<file path="src/rtl/instr_encoder_loader_pkg.sv">
// Shared definitions for the instruction encoder/loader slice.
//   mnem_e  : 6-bit mnemonic codes (0..20 defined, 21..63 unsupported)
//   OP_*    : primary opcodes, FN_* : R-type funct codes, RT_BGEZ : REGIMM rt
//   state_e : loader FSM states
//   enc_r/enc_i/enc_j : field packers for the three instruction formats
package instr_encoder_loader_pkg;

    typedef enum logic [5:0] {
        MN_ADDU  = 6'd0,  MN_SUBU  = 6'd1,  MN_AND   = 6'd2,  MN_OR    = 6'd3,
        MN_SLL   = 6'd4,  MN_JR    = 6'd5,  MN_JALR  = 6'd6,  MN_ADDIU = 6'd7,
        MN_ANDI  = 6'd8,  MN_ORI   = 6'd9,  MN_LUI   = 6'd10, MN_LW    = 6'd11,
        MN_LBU   = 6'd12, MN_SB    = 6'd13, MN_SW    = 6'd14, MN_BEQ   = 6'd15,
        MN_BNE   = 6'd16, MN_BGEZ  = 6'd17, MN_J     = 6'd18, MN_JAL   = 6'd19,
        MN_NOP   = 6'd20
    } mnem_e;

    localparam logic [5:0] OP_RTYPE  = 6'b000000;
    localparam logic [5:0] OP_REGIMM = 6'b000001;
    localparam logic [5:0] OP_J      = 6'b000010;
    localparam logic [5:0] OP_JAL    = 6'b000011;
    localparam logic [5:0] OP_BEQ    = 6'b000100;
    localparam logic [5:0] OP_BNE    = 6'b000101;
    localparam logic [5:0] OP_ADDIU  = 6'b001001;
    localparam logic [5:0] OP_ANDI   = 6'b001100;
    localparam logic [5:0] OP_ORI    = 6'b001101;
    localparam logic [5:0] OP_LUI    = 6'b001111;
    localparam logic [5:0] OP_LW     = 6'b100011;
    localparam logic [5:0] OP_LBU    = 6'b100100;
    localparam logic [5:0] OP_SB     = 6'b101000;
    localparam logic [5:0] OP_SW     = 6'b101011;

    localparam logic [5:0] FN_SLL    = 6'b000000;
    localparam logic [5:0] FN_JR     = 6'b001000;
    localparam logic [5:0] FN_JALR   = 6'b001001;
    localparam logic [5:0] FN_ADDU   = 6'b100001;
    localparam logic [5:0] FN_SUBU   = 6'b100011;
    localparam logic [5:0] FN_AND    = 6'b100100;
    localparam logic [5:0] FN_OR     = 6'b100101;

    localparam logic [4:0] RT_BGEZ   = 5'b00001;

    typedef enum logic [2:0] {
        ST_IDLE, ST_WR0, ST_WR1, ST_WR2, ST_WR3
    } state_e;

    function automatic logic [31:0] enc_r(input logic [4:0] rs, input logic [4:0] rt,
                                          input logic [4:0] rd, input logic [4:0] sh,
                                          input logic [5:0] fn);
        return {OP_RTYPE, rs, rt, rd, sh, fn};
    endfunction

    function automatic logic [31:0] enc_i(input logic [5:0] op, input logic [4:0] rs,
                                          input logic [4:0] rt, input logic [15:0] imm);
        return {op, rs, rt, imm};
    endfunction

    function automatic logic [31:0] enc_j(input logic [5:0] op, input logic [25:0] tgt);
        return {op, tgt};
    endfunction

endpackage

</file>
<file path="src/rtl/instr_encoder_loader_encoder.sv">
// Pure combinational instruction encoder.
//   mnem, rs, rt, rd, shamt, imm, target : request fields
//   word  : encoded 32-bit instruction (zero for unknown mnemonics)
//   known : high when mnem is a supported code
// Fields a given instruction does not use are encoded as zero.
module instr_field_encoder
    import instr_encoder_loader_pkg::*;
(
    input  logic [5:0]  mnem,
    input  logic [4:0]  rs,
    input  logic [4:0]  rt,
    input  logic [4:0]  rd,
    input  logic [4:0]  shamt,
    input  logic [15:0] imm,
    input  logic [25:0] target,
    output logic [31:0] word,
    output logic        known
);

    always_comb begin
        word  = '0;
        known = 1'b1;
        case (mnem_e'(mnem))
            MN_ADDU:  word = enc_r(rs, rt, rd, 5'd0, FN_ADDU);
            MN_SUBU:  word = enc_r(rs, rt, rd, 5'd0, FN_SUBU);
            MN_AND:   word = enc_r(rs, rt, rd, 5'd0, FN_AND);
            MN_OR:    word = enc_r(rs, rt, rd, 5'd0, FN_OR);
            MN_SLL:   word = enc_r(5'd0, rt, rd, shamt, FN_SLL);
            MN_JR:    word = enc_r(rs, 5'd0, 5'd0, 5'd0, FN_JR);
            MN_JALR:  word = enc_r(rs, 5'd0, rd, 5'd0, FN_JALR);
            MN_ADDIU: word = enc_i(OP_ADDIU, rs, rt, imm);
            MN_ANDI:  word = enc_i(OP_ANDI, rs, rt, imm);
            MN_ORI:   word = enc_i(OP_ORI, rs, rt, imm);
            MN_LUI:   word = enc_i(OP_LUI, 5'd0, rt, imm);
            MN_LW:    word = enc_i(OP_LW, rs, rt, imm);
            MN_LBU:   word = enc_i(OP_LBU, rs, rt, imm);
            MN_SB:    word = enc_i(OP_SB, rs, rt, imm);
            MN_SW:    word = enc_i(OP_SW, rs, rt, imm);
            MN_BEQ:   word = enc_i(OP_BEQ, rs, rt, imm);
            MN_BNE:   word = enc_i(OP_BNE, rs, rt, imm);
            MN_BGEZ:  word = enc_i(OP_REGIMM, rs, RT_BGEZ, imm);
            MN_J:     word = enc_j(OP_J, target);
            MN_JAL:   word = enc_j(OP_JAL, target);
            MN_NOP:   word = '0;
            default:  known = 1'b0;
        endcase
    end

endmodule

</file>
<file path="src/rtl/instr_encoder_loader.sv">
// Encodes one instruction per request and streams it big-endian into a
// byte-wide instruction memory at an auto-incrementing 9-bit pointer.
//   clk, reset          : clock, asynchronous active-high reset
//   req_valid/req_ready : request handshake (ready only in IDLE)
//   req_*               : mnemonic and instruction fields
//   clear               : synchronous pointer clear, honoured in IDLE only
//   mem_we/addr/data    : memory byte write port, one byte per WR state
//   word_out/word_valid : last encoded word, valid pulse in WR3
//   err_unknown         : one-cycle pulse after an unsupported mnemonic
module instr_encoder_loader
    import instr_encoder_loader_pkg::*;
(
    input  logic        clk,
    input  logic        reset,
    input  logic        req_valid,
    output logic        req_ready,
    input  logic [5:0]  req_mnem,
    input  logic [4:0]  req_rs,
    input  logic [4:0]  req_rt,
    input  logic [4:0]  req_rd,
    input  logic [4:0]  req_shamt,
    input  logic [15:0] req_imm,
    input  logic [25:0] req_target,
    input  logic        clear,
    output logic        mem_we,
    output logic [8:0]  mem_addr,
    output logic [7:0]  mem_data,
    output logic [31:0] word_out,
    output logic        word_valid,
    output logic        err_unknown
);

    state_e      state, state_nxt;
    logic [8:0]  wptr;
    logic [31:0] word_reg;
    logic [31:0] enc_word;
    logic        enc_known;
    logic        accept;
    logic        writing;

    instr_field_encoder u_enc (
        .mnem   (req_mnem),
        .rs     (req_rs),
        .rt     (req_rt),
        .rd     (req_rd),
        .shamt  (req_shamt),
        .imm    (req_imm),
        .target (req_target),
        .word   (enc_word),
        .known  (enc_known)
    );

    assign accept  = req_valid && (state == ST_IDLE);
    assign writing = (state != ST_IDLE);

    always_ff @(posedge clk or posedge reset) begin
        if (reset) state <= ST_IDLE;
        else       state <= state_nxt;
    end

    always_comb begin
        state_nxt = ST_IDLE;
        case (state)
            ST_IDLE: state_nxt = (accept && enc_known) ? ST_WR0 : ST_IDLE;
            ST_WR0:  state_nxt = ST_WR1;
            ST_WR1:  state_nxt = ST_WR2;
            ST_WR2:  state_nxt = ST_WR3;
            ST_WR3:  state_nxt = ST_IDLE;
            default: state_nxt = ST_IDLE;
        endcase
    end

    always_comb begin
        req_ready  = (state == ST_IDLE);
        mem_we     = writing;
        mem_addr   = writing ? wptr : '0;
        word_valid = (state == ST_WR3);
        case (state)
            ST_WR0:  mem_data = word_reg[31:24];
            ST_WR1:  mem_data = word_reg[23:16];
            ST_WR2:  mem_data = word_reg[15:8];
            ST_WR3:  mem_data = word_reg[7:0];
            default: mem_data = '0;
        endcase
    end

    // clear only acts in IDLE, so a same-cycle request still sees wptr=0 in WR0.
    always_ff @(posedge clk or posedge reset) begin
        if (reset) begin
            wptr        <= '0;
            word_reg    <= '0;
            err_unknown <= 1'b0;
        end else begin
            err_unknown <= accept && !enc_known;
            if (writing)
                wptr <= wptr + 9'd1;
            else if (clear)
                wptr <= '0;
            if (accept && enc_known)
                word_reg <= enc_word;
        end
    end

    assign word_out = word_reg;

endmodule

</file>
<file path="config.mk">
export PLATFORM = sky130hd
export DESIGN_NAME = instr_encoder_loader
export DESIGN_NICKNAME = d
export VERILOG_FILES = /design/src/rtl/instr_encoder_loader_pkg.sv /design/src/rtl/instr_encoder_loader_encoder.sv /design/src/rtl/instr_encoder_loader.sv
export SDC_FILE = /design/constraint.sdc
export NUM_CORES = 1
export LEC_CHECK = 0
export ABC_AREA = 1
export CAP_MARGIN = 25
export CORE_MARGIN = 5
export CORE_UTILIZATION = 30
export DETAILED_ROUTE_END_ITERATION = 16
export GPL_ROUTABILITY_DRIVEN = 0
export MAX_ROUTING_LAYER = met4
export PLACE_DENSITY_LB_ADDON = 0.25
export SLEW_MARGIN = 30
export SYNTH_ARGS = -nofsm -noshare
export SYNTH_HDL_FRONTEND = slang
export SYNTH_SLANG_ARGS = --single-unit
</file>
<file path="constraint.sdc">
create_clock -name clk -period 2.92 [get_ports clk]
set_input_delay 0.876 -clock clk [delete_from_list [all_inputs] [get_ports clk]]
set_output_delay 0.876 -clock clk [all_outputs]
set_load 0.02 [all_outputs]
</file>
* After elaboration in Yosys (flattened, before gate mapping)
Index checks and enable logic that the tools add are counted.
Widths: inputs -> output; s select.
** Cells by class
- $add $sub $neg :: 1
- Equal/unequal tests :: 24
- Multiplexer cells :: 8
- Reduce and logical (&&, ||, !) cells :: 9
** Operators by type and width (count)
- $pmux 32 s20 :: 1
- $eq 6x4->1 const B :: 8
- $pmux 8 s4 :: 1
- $eq 6x5->1 const B :: 5
- $mux 9 :: 3
- $eq 6x3->1 const B :: 4
- $reduce_or 21->1 :: 1
- $eq 6x2->1 const B :: 2
- $pmux 3 s4 :: 1
- $add 9x1->9 const B :: 1
- $eq 3x2->1 const B :: 2
- $eq 6x1->1 const B :: 1
- $logic_not 6->1 :: 1
- $eq 3x1->1 const B :: 1
- $eq 3x3->1 const B :: 1
- $logic_and 1x1->1 :: 3
- $logic_not 3->1 :: 1
- $reduce_bool 3->1 :: 1
- $mux 1 :: 2
- $reduce_bool 2->1 :: 1
- $logic_not 1->1 :: 1
** Storage, ports and cells
- Register bits :: 45
- Bits of input ports :: 72
- Output and inout bits :: 53

* Depth between registers and ports, before layout
Gate-level depths: netlist (run 1).
- Depth after elaboration :: 6
- Mapped depth :: 12

* Hierarchy
A second synthesis (run 1) with hierarchy kept.
** Second synthesis, totals
- Cell total of the unflattened synthesis :: 536
- Area, all modules :: 3373.2 µm²
** Modules (own cells, without submodules)
- instr_encoder_loader :: times used 1, cells each 317, area an instance 2378.5 µm²
- instr_field_encoder :: times used 1, cells each 219, area an instance 994.7 µm²

* Worst setup path after synthesis (run 1)
OpenSTA, ideal clock, no wires.
- Path type :: register to output
- From :: register state[0]
- To :: output mem_addr[0]
- Data arrival time :: 1349 ps
- Data required time :: 2044 ps
- Slack :: 695 ps
- Cell stages (with the launch flop) :: 6
- Buffers on the path :: 1
- Cell sequence :: dfrtp_1 nor2_4 nand2_4 inv_2 clkbuf_1 nor2_1
** On the way
- Longest elaborated chain between the ends :: 2
** RTL lines
- start: declaration :: RTL line instr_encoder_loader.sv:33 : state_e state, state_nxt;
- start signal: assignment :: RTL line instr_encoder_loader.sv:58 : else state <= state_nxt;
- $reduce_bool 3->1 :: RTL line instr_encoder_loader.sv:54 : assign writing = (state != ST_IDLE);
- named net mem_we :: RTL line instr_encoder_loader.sv:25 : output logic mem_we,
- $mux 9 :: RTL line instr_encoder_loader.sv:76 : mem_addr = writing ? wptr : '0;
- end: declaration :: RTL line instr_encoder_loader.sv:26 : output logic [8:0] mem_addr,
The timed path passes the listed nets, and every way through them passes these cells.

* Worst setup path after layout (run 1)
- From :: register state[0]
- To :: output mem_data[4]
** On the way
- Longest elaborated chain between the ends :: 2
- Elaborated cells between the ends (all ways) :: 5
** RTL lines
- $eq 3x3->1 (tied with other cells) :: RTL line instr_encoder_loader.sv:78 : case (state)
- $pmux 8 s4 * :: RTL line instr_encoder_loader.sv:78
- end: declaration :: RTL line instr_encoder_loader.sv:27 : output logic [7:0] mem_data,
Mark *: on every way between the ends. The rest lies on a longest branch, timed or not.

==> impl_results.html, run 1 <==
<table>
<tr><th>Metric</th><th>Value</th></tr>
<tr><th colspan="2">Pwr</th></tr>
<tr><td>Post-route total power</td><td>3.09 mW</td></tr>
<tr><td>Leakage</td><td>2.03 nW</td></tr>
<tr><td>Power per unit of standard cell area</td><td>739 nW/µm²</td></tr>
<tr><td>Peak supply drop</td><td>0.324 mV</td></tr>
<tr><th colspan="2">Logic synthesis</th></tr>
<tr><td>Syn. warnings</td><td>0</td></tr>
<tr><td>Compound-cell area share of the yosys netlist</td><td>9.36%</td></tr>
<tr><td>Synth Area in XOR/XNOR</td><td>0.636%</td></tr>
<tr><td>Sequential cell area fraction in the yosys report</td><td>40.0%</td></tr>
<tr><td>Post-Syn Area per Cell</td><td>6.73 µm²</td></tr>
<tr><td>Fraction of registers with async set or reset after synthesis</td><td>100%</td></tr>
<tr><td>Number of instances in the synthesized netlist</td><td>409</td></tr>
<tr><td>Number of synthesized flops with an enable pin</td><td>0</td></tr>
<tr><td>Area of the mapped netlist</td><td>2750 µm²</td></tr>
<tr><td>Multiplexer fraction of the synthesized cell area</td><td>0%</td></tr>
<tr><td>Largest family of logic cells by synthesized area</td><td>simple AND/OR/NAND/NOR gates</td></tr>
<tr><td>Post-synth top flop</td><td>sky130_fd_sc_hd__dfrtp_1</td></tr>
<tr><td>Distinct cells, synth</td><td>32</td></tr>
<tr><td>Net count after synthesis</td><td>482</td></tr>
<tr><td>Simple-gate share of the synthesized area</td><td>40.2%</td></tr>
<tr><td>Seq cells post-synth</td><td>44</td></tr>
<tr><td>Adder and majority cell fraction of the synthesized area</td><td>0.454%</td></tr>
<tr><th colspan="2">STA</th></tr>
<tr><td>Setup repair after global routing missed its margin</td><td>no</td></tr>
<tr><td>Smallest setup slack after layout</td><td>0.0705 ns</td></tr>
<tr><td>Final hold violations</td><td>0</td></tr>
<tr><td>Max-slew headroom</td><td>63.3%</td></tr>
<tr><td>Number of setup violations in the final report</td><td>0</td></tr>
<tr><td>Final worst-path cycle share</td><td>97.6%</td></tr>
<tr><td>Tightest hold margin</td><td>0.511 ns</td></tr>
<tr><td>Max-slew violation count</td><td>0</td></tr>
<tr><td>Worst Max-Slew Pin Slew</td><td>0.551 ns</td></tr>
<tr><td>Aggregate negative setup slack</td><td>0 ns</td></tr>
<tr><td>Timing-limited maximum frequency</td><td>0.351 GHz</td></tr>
<tr><td>Clock tree skew after final layout</td><td>0.00792 ns</td></tr>
<tr><td>Final critical-path required period</td><td>2.85 ns</td></tr>
<tr><th colspan="2">Detailed routing</th></tr>
<tr><td>Total wirelength of the detailed-routed design</td><td>9.42 mm</td></tr>
<tr><td>Per-cell routed wire length</td><td>14.6 µm</td></tr>
<tr><td>Via density per instance</td><td>4.79</td></tr>
<tr><td>Number of DRC markers in iteration 0</td><td>103</td></tr>
<tr><td>Via total after detailed routing</td><td>3,083</td></tr>
<tr><td>ANT nets after route</td><td>0</td></tr>
<tr><td>Drt pass-1 iters</td><td>4</td></tr>
<tr><td>DRC violations left</td><td>0</td></tr>
<tr><th colspan="2">Clock network</th></tr>
<tr><td>Clock sink count</td><td>44</td></tr>
<tr><td>CTS tree</td><td>yes</td></tr>
<tr><td>Number of buffers added for setup after CTS</td><td>0</td></tr>
<tr><td># H-tree levels</td><td>2</td></tr>
<tr><td>Root buffer cell</td><td>sky130_fd_sc_hd__clkbuf_8</td></tr>
<tr><td>Later-pin clock latency in the skew report</td><td>0.30 ns</td></tr>
<tr><td>Clock-pin slew on the worst setup and hold paths</td><td>0.08 ns</td></tr>
<tr><td>Number of CTS-inserted buffers</td><td>5</td></tr>
<tr><td>Count of hold buffers inserted by post-cts repair</td><td>0</td></tr>
<tr><td>Worst-case clock buffer depth</td><td>2</td></tr>
<tr><th colspan="2">Global route</th></tr>
<tr><td>GRT Overall Usage</td><td>17.5%</td></tr>
<tr><td>Largest net degree at the start of global routing</td><td>45</td></tr>
<tr><td>Total global routing overflow</td><td>0</td></tr>
<tr><td>Vias in the first global route</td><td>3,182</td></tr>
<tr><td>Wire length of the first global-routing pass</td><td>15.2 mm</td></tr>
<tr><td>Initial antenna violation count</td><td>1</td></tr>
<tr><th colspan="2">Placement</th></tr>
<tr><td>Post-DP Area</td><td>4060 µm²</td></tr>
<tr><td>Setup WS pre-CTS</td><td>0.184 ns</td></tr>
<tr><td>Post-Place Cells</td><td>635</td></tr>
<tr><td>Buffers added on ports</td><td>123</td></tr>
<tr><td>HPWL Detailed</td><td>7.44 mm</td></tr>
<tr><th colspan="2">Worst setup path</th></tr>
<tr><td>Worst path required time</td><td>2.04 ns</td></tr>
<tr><td>Worst setup slack for register-to-register paths</td><td>1.08 ns</td></tr>
<tr><td>CP most frequent cell</td><td>sky130_fd_sc_hd__nand2_1</td></tr>
<tr><td>Critical-path cell list</td><td>nor2_4 -&gt; nand2_1 -&gt; inv_2 -&gt; nand2_1 -&gt; nand4_1 -&gt; clkdlybuf4s50_1</td></tr>
<tr><td>Worst path slowest cell</td><td>sky130_fd_sc_hd__clkdlybuf4s50_1</td></tr>
<tr><td>Arrival time of data at the critical path endpoint</td><td>1.97 ns</td></tr>
<tr><td>Nature of the critical path endpoint</td><td>primary output</td></tr>
<tr><td>Peak fanout along the critical path</td><td>7</td></tr>
<tr><td>Critical Path Max Stage Delay</td><td>0.61 ns</td></tr>
<tr><td>Crit path kind</td><td>flop to primary output</td></tr>
<tr><td>Worst flop-to-flop path startpoint</td><td>state[0]</td></tr>
<tr><td>Depth of the worst register-to-register path</td><td>9</td></tr>
<tr><td>Startpoint types</td><td>flop</td></tr>
<tr><td>Critical register-to-register path endpoint</td><td>word_out[26]</td></tr>
<tr><th colspan="2">Cells and area</th></tr>
<tr><td>Post-route core utilization</td><td>45.9%</td></tr>
<tr><td>Share of final-layout standard cells stronger than drive strength 1</td><td>7.33%</td></tr>
<tr><td>Sequential standard cell area</td><td>1100 µm²</td></tr>
<tr><td>Post-layout net count</td><td>604</td></tr>
<tr><td>Combined area of the multi-input logic cells</td><td>1400 µm²</td></tr>
<tr><td>Most frequent standard cell in the layout excluding fill and tap cells</td><td>sky130_fd_sc_hd__nand2_1</td></tr>
<tr><td>Non-filler instance count after layout</td><td>644</td></tr>
<tr><td>Most used cells in the layout excluding fill and tap cells</td><td>sky130_fd_sc_hd__nand2_1 (195), sky130_fd_sc_hd__clkdlybuf4s50_1 (116), sky130_fd_sc_hd__dfrtp_1 (44), sky130_fd_sc_hd__nand3_1 (32), sky130_fd_sc_hd__inv_1 (28)</td></tr>
<tr><td>Area Overhead vs Synth</td><td>51.9%</td></tr>
<tr><td>Design area</td><td>4180 µm²</td></tr>
<tr><td>Count of fill cells added during filler insertion</td><td>964</td></tr>
<tr><th colspan="2">Min path</th></tr>
<tr><td>Worst min-delay path class</td><td>flop to flop</td></tr>
<tr><td>Hold Crit Endpoint</td><td>word_out[24]</td></tr>
<tr><td>Number of cells on the worst hold path</td><td>2</td></tr>
<tr><td>Source of the worst hold timing path</td><td>word_out[24]</td></tr>
<tr><th colspan="2">Floorplanning</th></tr>
<tr><td>Die area</td><td>11,200 µm²</td></tr>
<tr><td>Die extent in x</td><td>106 µm</td></tr>
<tr><td>Starting density of the core</td><td>30.2%</td></tr>
<tr><td>Ports placed on the boundary</td><td>125</td></tr>
<tr><td>Core Footprint</td><td>9110 µm²</td></tr>
<tr><td>Floorplan row count</td><td>35</td></tr>
<tr><td>Die Y</td><td>106 µm</td></tr>
<tr><th colspan="2">Run status</th></tr>
<tr><td>Status</td><td>finished clean</td></tr>
<tr><th colspan="2">Flow run</th></tr>
<tr><td>Number of violations of the max-capacitance limit</td><td>0</td></tr>
</table>
-- routing by layer --
| metal | part of all wire [%] | vias up | track usage, % |
|---|---|---|---|
| met5 | 0 | - | - |
| met4 | 1.8 | 0 | 5.00 |
| met3 | 8.9 | 16 | 4.90 |
| met2 | 45 | 132 | 27.9 |
| met1 | 44 | 1387 | 21.7 |
| li1 | - | 1548 | - |
-- report_power, final --
| group | total, mW | internal [mW] | switching, mW |
|---|---|---|---|
| Clock | 0.467 | 0.253 | 0.214 |
| Combinational | 1.59 | 0.699 | 0.896 |
| Sequential | 1.03 | 0.825 | 0.206 |
| Total | 3.09 | 1.78 | 1.32 |
-- cell families after synthesis --
logic type / Yosys count
buffers and inverters: 54
flip-flops: 44
adder cells (fa/ha/maj): 1
AND/OR/NAND/NOR: 264
XOR/XNOR: 2
other: 1
AO/OA/AOI/OAI: 43
-- critical path, delay by kind of cell (launching register included) --
| kind | cells | cell delay, ns |
|---|---|---|
| buf+inv | 2 | 0.78 |
| flops | 1 | 0.46 |
| simple gates | 4 | 0.44 |
-- final cells by class --
type                       instances  share of cell area [%]
timing repair buffer             128                    30.4
clock buffer                       5                    1.64
antenna                            1                  0.0598
multi-input combinational        311                    33.5
tap                              111                    3.32
sequential                        44                    26.3
inverter                          41                    3.74
clock inverter                     3                    1.02
-- worst max path at each step --
stage          startpoint          end  cells past startpoint
2_1_floorplan    state[0]  mem_addr[0]                      5
3_3_place_gp     state[0]  mem_data[2]                      6
3_5_place_dp     state[0]  mem_data[2]                      6
4_1_cts          state[0]  mem_data[1]                      6
5_1_grt          state[0]  mem_data[4]                      6
6_report         state[0]  mem_data[4]                      6
-- cells in the mapped netlist, drive strengths merged (3+ instances only) --
| cell type | n | area share, % |
|---|---|---|
| a21oi | 3 | 0.55 |
| nor3 | 4 | 1.3 |
| nor2 | 23 | 4.0 |
| buf | 12 | 3.5 |
| nand3 | 34 | 6.4 |
| dfrtp | 44 | 40 |
| inv | 40 | 5.5 |
| o2111ai | 6 | 1.9 |
| o21ai | 24 | 4.4 |
| nand2 | 199 | 28 |
| o211ai | 4 | 1.1 |
| o22ai | 4 | 0.91 |
| nand4 | 4 | 0.91 |
-- flip-flops by register name, indices dropped and copies added, names as in the netlist --
register,cells
state,3
word_out,31
err_unknown,1
wptr,9
-- timing repair --
item	4_1_cts	5_1_grt
pin swaps	0	0
setup endpoints to repair	8	4
gates resized for setup	6	4
Note: power is estimated with default switching activity, not from simulation.
==> run 2, diff against run 1 <==
clock period = 2.7 ns   (was 2.92 ns; I/O delays follow)
==> run 2 against run 1 <==
Via count decreased by 2.2%. Hold slack improved by 0.0062 ns. Largest cell class unchanged. First-iteration DRC count increased by 27%. Clock skew decreased by 0.0031 ns. Global-route usage decreased by 0.17 points. Core utilization increased by 0.37 points. Total power increased by 5.1%. Combinational power increased by 8%.
==> impl_results.html, run 2 (synthesis gave the netlist of run 1 again) <==
<table>
<tr><th>Metric</th><th>Value</th></tr>
<tr><th colspan="2">Cells and area</th></tr>
<tr><td>Share of final-layout standard cells stronger than drive strength 1</td><td>8.53% (+1.2 points)</td></tr>
<tr><td>Most used cells in the layout excluding fill and tap cells</td><td>sky130_fd_sc_hd__nand2_1 (195), sky130_fd_sc_hd__clkdlybuf4s50_1 (110), sky130_fd_sc_hd__dfrtp_1 (44), sky130_fd_sc_hd__nand3_1 (33), sky130_fd_sc_hd__inv_1 (28)</td></tr>
<tr><td>Post-layout net count</td><td>611 (+1.2%)</td></tr>
<tr><td>Non-filler instance count after layout</td><td>650 (+0.93%)</td></tr>
<tr><td>Number of flip-flops under the largest register name</td><td>31 (unchanged)</td></tr>
<tr><td>Area Overhead vs Synth</td><td>53.2%</td></tr>
<tr><td>Count of fill cells added during filler insertion</td><td>949 (-1.6%)</td></tr>
<tr><td>Combined area of the multi-input logic cells</td><td>1400 µm² (-0.36%)</td></tr>
<tr><td>Most frequent standard cell in the layout excluding fill and tap cells</td><td>sky130_fd_sc_hd__nand2_1</td></tr>
<tr><td>Sequential standard cell area</td><td>1100 µm² (unchanged)</td></tr>
<tr><td>Antenna diode count</td><td>0 (-1)</td></tr>
<tr><th colspan="2">Global route</th></tr>
<tr><td>GRT Overall Usage</td><td>17.3% (-0.17 points)</td></tr>
<tr><td>Total global routing overflow</td><td>0 (unchanged)</td></tr>
<tr><td>Met3 Usage GRT</td><td>4.53% (-0.37 points)</td></tr>
<tr><td>Met2 routing resource usage after global routing</td><td>27.8% (-0.091 points)</td></tr>
<tr><td>Vias in the first global route</td><td>3,043 (-4.4%)</td></tr>
<tr><td>Met1 layer usage reported by global route</td><td>22.3% (+0.55 points)</td></tr>
<tr><td>Wire length of the first global-routing pass</td><td>15.0 mm (-1.6%)</td></tr>
<tr><td>Initial antenna violation count</td><td>0 (-1)</td></tr>
<tr><td>Largest net degree at the start of global routing</td><td>36 (-20%)</td></tr>
<tr><td>Busiest grt layer</td><td>met2</td></tr>
<tr><th colspan="2">Floorplanning</th></tr>
<tr><td>Die extent in x</td><td>106 µm (unchanged)</td></tr>
<tr><td>Die Y</td><td>106 µm (unchanged)</td></tr>
<tr><td>Ports placed on the boundary</td><td>125 (unchanged)</td></tr>
<tr><td>Floorplan row count</td><td>35 (unchanged)</td></tr>
<tr><td>Starting density of the core</td><td>30.2% (unchanged)</td></tr>
<tr><td>Core Footprint</td><td>9110 µm² (unchanged)</td></tr>
<tr><td>Die area</td><td>11,200 µm² (unchanged)</td></tr>
<tr><th colspan="2">Run status</th></tr>
<tr><td>Status</td><td>finished clean</td></tr>
<tr><th colspan="2">Worst setup path</th></tr>
<tr><td>Startpoint types</td><td>flop</td></tr>
<tr><td>Crit path kind</td><td>flop to primary output</td></tr>
<tr><td>Worst path required time</td><td>1.89 ns (-0.15 ns)</td></tr>
<tr><td>Critical Path Max Stage Delay</td><td>0.54 ns (-0.07 ns)</td></tr>
<tr><td>Critical-path cell list</td><td>nor2_4 -&gt; nand2_4 -&gt; inv_2 -&gt; nor2_1 -&gt; clkdlybuf4s50_1</td></tr>
<tr><td>Worst path slowest cell</td><td>sky130_fd_sc_hd__clkdlybuf4s50_1</td></tr>
<tr><td>Peak fanout along the critical path</td><td>14 (+7)</td></tr>
<tr><td>Arrival time of data at the critical path endpoint</td><td>1.80 ns (-0.17 ns)</td></tr>
<tr><td>Nature of the critical path endpoint</td><td>primary output</td></tr>
<tr><td>Dominant delay contributor by cell family on the critical path</td><td>buffers and inverters</td></tr>
<tr><td>Count of buffer and inverter cells on the critical path</td><td>2 (unchanged)</td></tr>
<tr><th colspan="2">Placement</th></tr>
<tr><td>Buffers added on ports</td><td>123 (unchanged)</td></tr>
<tr><td>HPWL Detailed</td><td>7.62 mm (+2.3%)</td></tr>
<tr><td>Post-Place Cells</td><td>642 (+1.1%)</td></tr>
<tr><th colspan="2">Pwr</th></tr>
<tr><td>Leakage</td><td>2.10 nW (+3.3%)</td></tr>
<tr><td>Power per unit of standard cell area</td><td>771 nW/µm² (+4.3%)</td></tr>
<tr><td>Peak supply drop</td><td>0.355 mV (+9.6%)</td></tr>
<tr><td>Post-route total power</td><td>3.25 mW (+5.1%)</td></tr>
<tr><th colspan="2">Clock network</th></tr>
<tr><td>Clock-pin slew on the worst setup and hold paths</td><td>0.08 ns (about the same)</td></tr>
<tr><td>Count of hold buffers inserted by post-cts repair</td><td>0 (unchanged)</td></tr>
<tr><td>Number of CTS-inserted buffers</td><td>5 (unchanged)</td></tr>
<tr><td>Worst-case clock buffer depth</td><td>2 (unchanged)</td></tr>
<tr><td># H-tree levels</td><td>2 (unchanged)</td></tr>
<tr><td>Root buffer cell</td><td>sky130_fd_sc_hd__clkbuf_8</td></tr>
<tr><td>CTS tree</td><td>yes</td></tr>
<tr><td>Clock sink count</td><td>44 (unchanged)</td></tr>
<tr><td>Later-pin clock latency in the skew report</td><td>0.29 ns (about the same)</td></tr>
<tr><th colspan="2">STA</th></tr>
<tr><td>Final critical-path required period</td><td>2.61 ns</td></tr>
<tr><td>Setup repair after global routing missed its margin</td><td>no</td></tr>
<tr><td>Timing-limited maximum frequency</td><td>0.383 GHz</td></tr>
<tr><td>Clock tree skew after final layout</td><td>0.00482 ns (-0.00309 ns)</td></tr>
<tr><td>Aggregate negative setup slack</td><td>0 ns (unchanged)</td></tr>
<tr><td>Final hold violations</td><td>0 (unchanged)</td></tr>
<tr><td>Final worst-path cycle share</td><td>96.8%</td></tr>
<tr><td>Number of setup violations in the final report</td><td>0 (unchanged)</td></tr>
<tr><td>Max-slew violation count</td><td>0 (unchanged)</td></tr>
<tr><th colspan="2">Detailed routing</th></tr>
<tr><td>Total wirelength of the detailed-routed design</td><td>9.27 mm (-1.5%)</td></tr>
<tr><td>Via density per instance</td><td>4.64 (-3.1%)</td></tr>
<tr><td>Number of DRC markers in iteration 0</td><td>131 (+27%)</td></tr>
<tr><td>Per-cell routed wire length</td><td>14.3 µm (-2.4%)</td></tr>
<tr><td>ANT nets after route</td><td>0 (unchanged)</td></tr>
<tr><td>DRC violations left</td><td>0 (unchanged)</td></tr>
<tr><td>Via total after detailed routing</td><td>3,015 (-2.2%)</td></tr>
<tr><td>Drt pass-1 iters</td><td>4 (unchanged)</td></tr>
<tr><th colspan="2">Min path</th></tr>
<tr><td>Worst min-delay path class</td><td>flop to flop</td></tr>
<tr><th colspan="2">Flow run</th></tr>
<tr><td>Number of violations of the max-capacitance limit</td><td>0 (unchanged)</td></tr>
</table>
[run 2: changes by cell type in the layout (fill, tap and decap cells not counted)]
cell	before	now
sky130_fd_sc_hd__buf_4	5	11
sky130_fd_sc_hd__clkdlybuf4s15_1	0	1
sky130_fd_sc_hd__nand3_1	32	33
sky130_fd_sc_hd__diode_2	1	0
sky130_fd_sc_hd__clkbuf_8	5	6
sky130_fd_sc_hd__bufinv_16	1	0
sky130_fd_sc_hd__clkbuf_2	0	2
sky130_fd_sc_hd__dlymetal6s2s_1	3	5
sky130_fd_sc_hd__clkinv_2	1	0
sky130_fd_sc_hd__clkbuf_1	0	1
sky130_fd_sc_hd__buf_12	0	1
sky130_fd_sc_hd__dlygate4sd2_1	4	5
sky130_fd_sc_hd__clkdlybuf4s50_1	116	110
sky130_fd_sc_hd__nand3_2	2	1
[run 2: timing repair]
action | 4_1_cts | 5_1_grt
endpoints found under the setup margin | 9 | 8
cloned | 0 | 0
buffers inserted | 0 | 0
endpoints found under the hold margin | 0 | 0
gates resized for setup | 10 | 10
[run 2: report_power, final]
part / switching [mW] / internal [mW]
clock: 0.218 / 0.208
sequential: 0.222 / 0.892
combinational: 0.961 / 0.752
[run 2: routing by layer]
| layer | wire [µm] | part of all wire (%) |
|---|---|---|
| met1 | 4180 | 45 |
| met2 | 4270 | 46 |
| met3 | 721 | 7.8 |
| met4 | 102 | 1.1 |
| met5 | 0 | 0 |
[run 2: path summary, 6_finish.rpt]
check	from	endpoint	slack, ns	cells past startpoint
worst max-delay path	state[0]	mem_addr[5]	0.09	5
worst min register to register	word_out[28]	word_out[28]	0.52	2
max in group asynchronous	reset	word_out[6]	1.31	3
worst max register to register	state[0]	word_out[26]	0.93	9
worst min-delay path	word_out[28]	word_out[28]	0.52	2
min in group asynchronous	reset	wptr[2]	0.85	2
[run 2: cell type report]
| cell class | count | area share [%] |
|---|---|---|
| clock buffers | 7 | 2.05 |
| repair buffers | 135 | 31.5 |
| inverters | 41 | 3.71 |
| multi-input cells | 311 | 33.1 |
| flip-flops and latches | 44 | 26.1 |
| well taps | 111 | 3.29 |
| clock inverters | 1 | 0.178 |
[run 2: metrics by stage]
stage / utilization, % / cell area, µm² / hold WS [ns] / setup WS [ns]
after floorplan: - / 2750 / 0.509 / 0.541
after global routing: 46.3 / 4220 / 0.546 / 0.00532
final: 46.3 / 4220 / 0.518 / 0.0862
after detailed placement: 45.3 / 4130 / 0.501 / 0.0498
after CTS: 46.2 / 4210 / 0.522 / 0.0282
after global placement: 45.3 / 4130 / 0.495 / 0.0900
[run 2: tightest hold or removal path, delay by kind of cell, from the launching register on]
kind | cells | cell delay (ns)
flip-flops | 1 | 0.37
AND/OR/NAND/NOR | 2 | 0.12
==> RTL change: new RTL, flow settings as in run 2 <==
The 5 states of `state_e` get a Gray code encoding in 3 bits.
--- a/src/rtl/instr_encoder_loader_pkg.sv
+++ b/src/rtl/instr_encoder_loader_pkg.sv
@@ -41,5 +41,5 @@
 
     typedef enum logic [2:0] {
-        ST_IDLE, ST_WR0, ST_WR1, ST_WR2, ST_WR3
+        ST_IDLE = 3'b000, ST_WR0 = 3'b001, ST_WR1 = 3'b011, ST_WR2 = 3'b010, ST_WR3 = 3'b110
     } state_e;
 
Formal check against the unedited RTL: same outputs for any inputs over 10 cycles, from zero or initial values and one cycle with reset high; not proved beyond that.
==> RTL change against run 2 <==
Cell area increased by 5.0%; hold slack improved by 0.0087 ns; power up 3.7%; critical path depth shrank 1; routed wire length is 5.2% higher; setup slack lost 0.010 ns; synthesized area rose by 1.5%; clock power increased by 3%; highest routed layer unchanged; final cell count up 3.5%; sequential cell count did not move.
==> RTL change: results (changes against run 2) <==
\begin{tabular}{lr}
\hline
Metric & Value \\
\hline
\multicolumn{2}{l}{\textbf{Routing}} \\
\quad Number of iterations in the first detailed-routing pass & 4 (unchanged) \\
\quad Met3 wire length & 385 um (was 721 um) \\
\quad Amount of wire on met2 after detailed routing & 4940 um (was 4270 um) \\
\quad Post-detailed-routing wire length & 9760 um (was 9270 um) \\
\quad Detailed-route wire length on metal 1 & 4250 um (was 4180 um) \\
\quad Routed via count divided by cell count & 4.70 (was 4.64) \\
\multicolumn{2}{l}{\textbf{Cells and area}} \\
\quad Number of inserted filler cells in the final layout & 914 (was 949) \\
\quad Final layout net count & 635 (was 611) \\
\quad Fraction of final layout cells with drive strength greater than 1 & 9.07\% (was 8.53\%) \\
\multicolumn{2}{l}{\textbf{Yosys}} \\
\quad Part of the Yosys area used for sequential elements & 39.4\% (was 40.0\%) \\
\quad Leading cell types by total area after synthesis & sky130\_fd\_sc\_hd\_\_dfrtp\_1 (39\%), sky130\_fd\_sc\_hd\_\_nand2\_1 (22\%), sky130\_fd\_sc\_hd\_\_nand3\_1 (6.3\%) (was sky130\_fd\_sc\_hd\_\_dfrtp\_1 (40\%), sky130\_fd\_sc\_hd\_\_nand2\_1 (27\%), sky130\_fd\_sc\_hd\_\_nand3\_1 (6.0\%)) \\
\quad Synth cell types & 33 (was 32) \\
\quad Syn\_nets & 492 (was 482) \\
\quad Most frequent cells after synthesis & sky130\_fd\_sc\_hd\_\_nand2\_1 (167), sky130\_fd\_sc\_hd\_\_nor2\_1 (45), sky130\_fd\_sc\_hd\_\_dfrtp\_1 (44) (was sky130\_fd\_sc\_hd\_\_nand2\_1 (195), sky130\_fd\_sc\_hd\_\_dfrtp\_1 (44), sky130\_fd\_sc\_hd\_\_nand3\_1 (33)) \\
\multicolumn{2}{l}{\textbf{GRT}} \\
\quad Gr usage total & 17.8\% (was 17.3\%) \\
\quad Vias in the first global route & 3,214 (was 3,043) \\
\quad First-pass GRT wire length & 15,600 um (was 15,000 um) \\
\quad Maximum number of pins on one net before global-route repair & 29 (was 36) \\
\multicolumn{2}{l}{\textbf{Run status}} \\
\quad Outcome & completed (unchanged) \\
\multicolumn{2}{l}{\textbf{Setup path}} \\
\quad Critical path fanouts, max & 6 (was 14) \\
\multicolumn{2}{l}{\textbf{Place}} \\
\quad Final HPWL from detailed placement & 8140 um (was 7620 um) \\
\quad Buffers added on ports & 123 (unchanged) \\
\multicolumn{2}{l}{\textbf{Power}} \\
\quad Int Power & 1.96 mW (was 1.85 mW) \\
\quad Maximum vdd ir drop & 0.244 mV (was 0.355 mV) \\
\quad Static leakage & 2.23 nW (was 2.10 nW) \\
\multicolumn{2}{l}{\textbf{Clocking}} \\
\quad CTS root buf & sky130\_fd\_sc\_hd\_\_clkbuf\_8 (unchanged) \\
\multicolumn{2}{l}{\textbf{Timing}} \\
\quad Final clock skew & 0.00735 ns (was 0.00482 ns) \\
\hline
\end{tabular}
==> RTL change: worst paths after layout <==
path                             start           end  slack, ns  cells after the start
min in group asynchronous        reset  word_out[10]       0.86                      2
setup reg to reg              state[2]       wptr[8]       0.87                      8
max in group asynchronous        reset      state[0]       1.26                      3
hold reg to reg            word_out[5]   word_out[5]       0.53                      2
hold / removal             word_out[5]   word_out[5]       0.53                      2
setup / recovery              state[2]     req_ready       0.08                      4
==> RTL change: logic make-up (layout without fill, tap and decap cells) <==
family	count (synthesis)	after routing	synth area share, %
buffers and inverters	54	197	8.46
other	1	1	0.134
AO/OA/AOI/OAI	47	47	10.4
AND/OR/NAND/NOR	271	271	40.8
XOR/XNOR	1	1	0.314
flip-flops	44	44	39.4
adder cells (fa/ha/maj)	1	1	0.448
==> RTL change: final cells by class <==
cell class	count	area, um^2	area share (%)
clock buffer	7	96.3	2.18
timing repair buffer	150	1490	33.5
tap	111	139	3.14
sequential	44	1100	24.9
inverter	40	150	3.39
multi-input combinational	321	1460	32.9
==> RTL change: through the flow <==
step / setup WS [ns] / hold slack, ns / cells / area [um^2]
final: 0.0760 / 0.526 / 673 / 4430
after floorplan: 0.325 / 0.510 / 419 / 2790
after global placement: 0.147 / 0.504 / 663 / 4310
after global routing: 0.0146 / 0.561 / 673 / 4430
after detailed placement: 0.0566 / 0.504 / 663 / 4310
after CTS: 0.00504 / 0.526 / 673 / 4420
==> RTL change: power groups by stage <==
stage	Sequential, mW	Clock (mW)	Combinational (mW)
5_1_grt	1.16	0.479	1.96
2_1_floorplan	1.29	0	0.667
3_3_place_gp	1.13	0	1.78
6_report	1.12	0.438	1.81
3_5_place_dp	1.13	0	1.81
4_1_cts	1.12	0.451	1.83
==> RTL change: worst max-delay path, cell delays in order (launching register included) <==
cell and delay (ns):
sky130_fd_sc_hd__dfrtp_1 0.40, sky130_fd_sc_hd__buf_4 0.16, sky130_fd_sc_hd__nor3_4 0.19, sky130_fd_sc_hd__buf_4 0.17
sky130_fd_sc_hd__clkdlybuf4s50_1 0.61
==> RTL change: repair_timing <==
action	CTS	global route
setup buffers	3	0
resized for setup	10	11
endpoints found under the setup margin	20	10
hold endpoints to repair	0	0
pin swaps	1	0
cloned	0	0
==> RTL change: per-layer routing <==
layer  up-vias  global-route usage, %
met2       114                   30.9
li1       1626                      -
met3        18                   2.00
met4         0                   4.29
met5         -                      -
met1      1406                   22.3
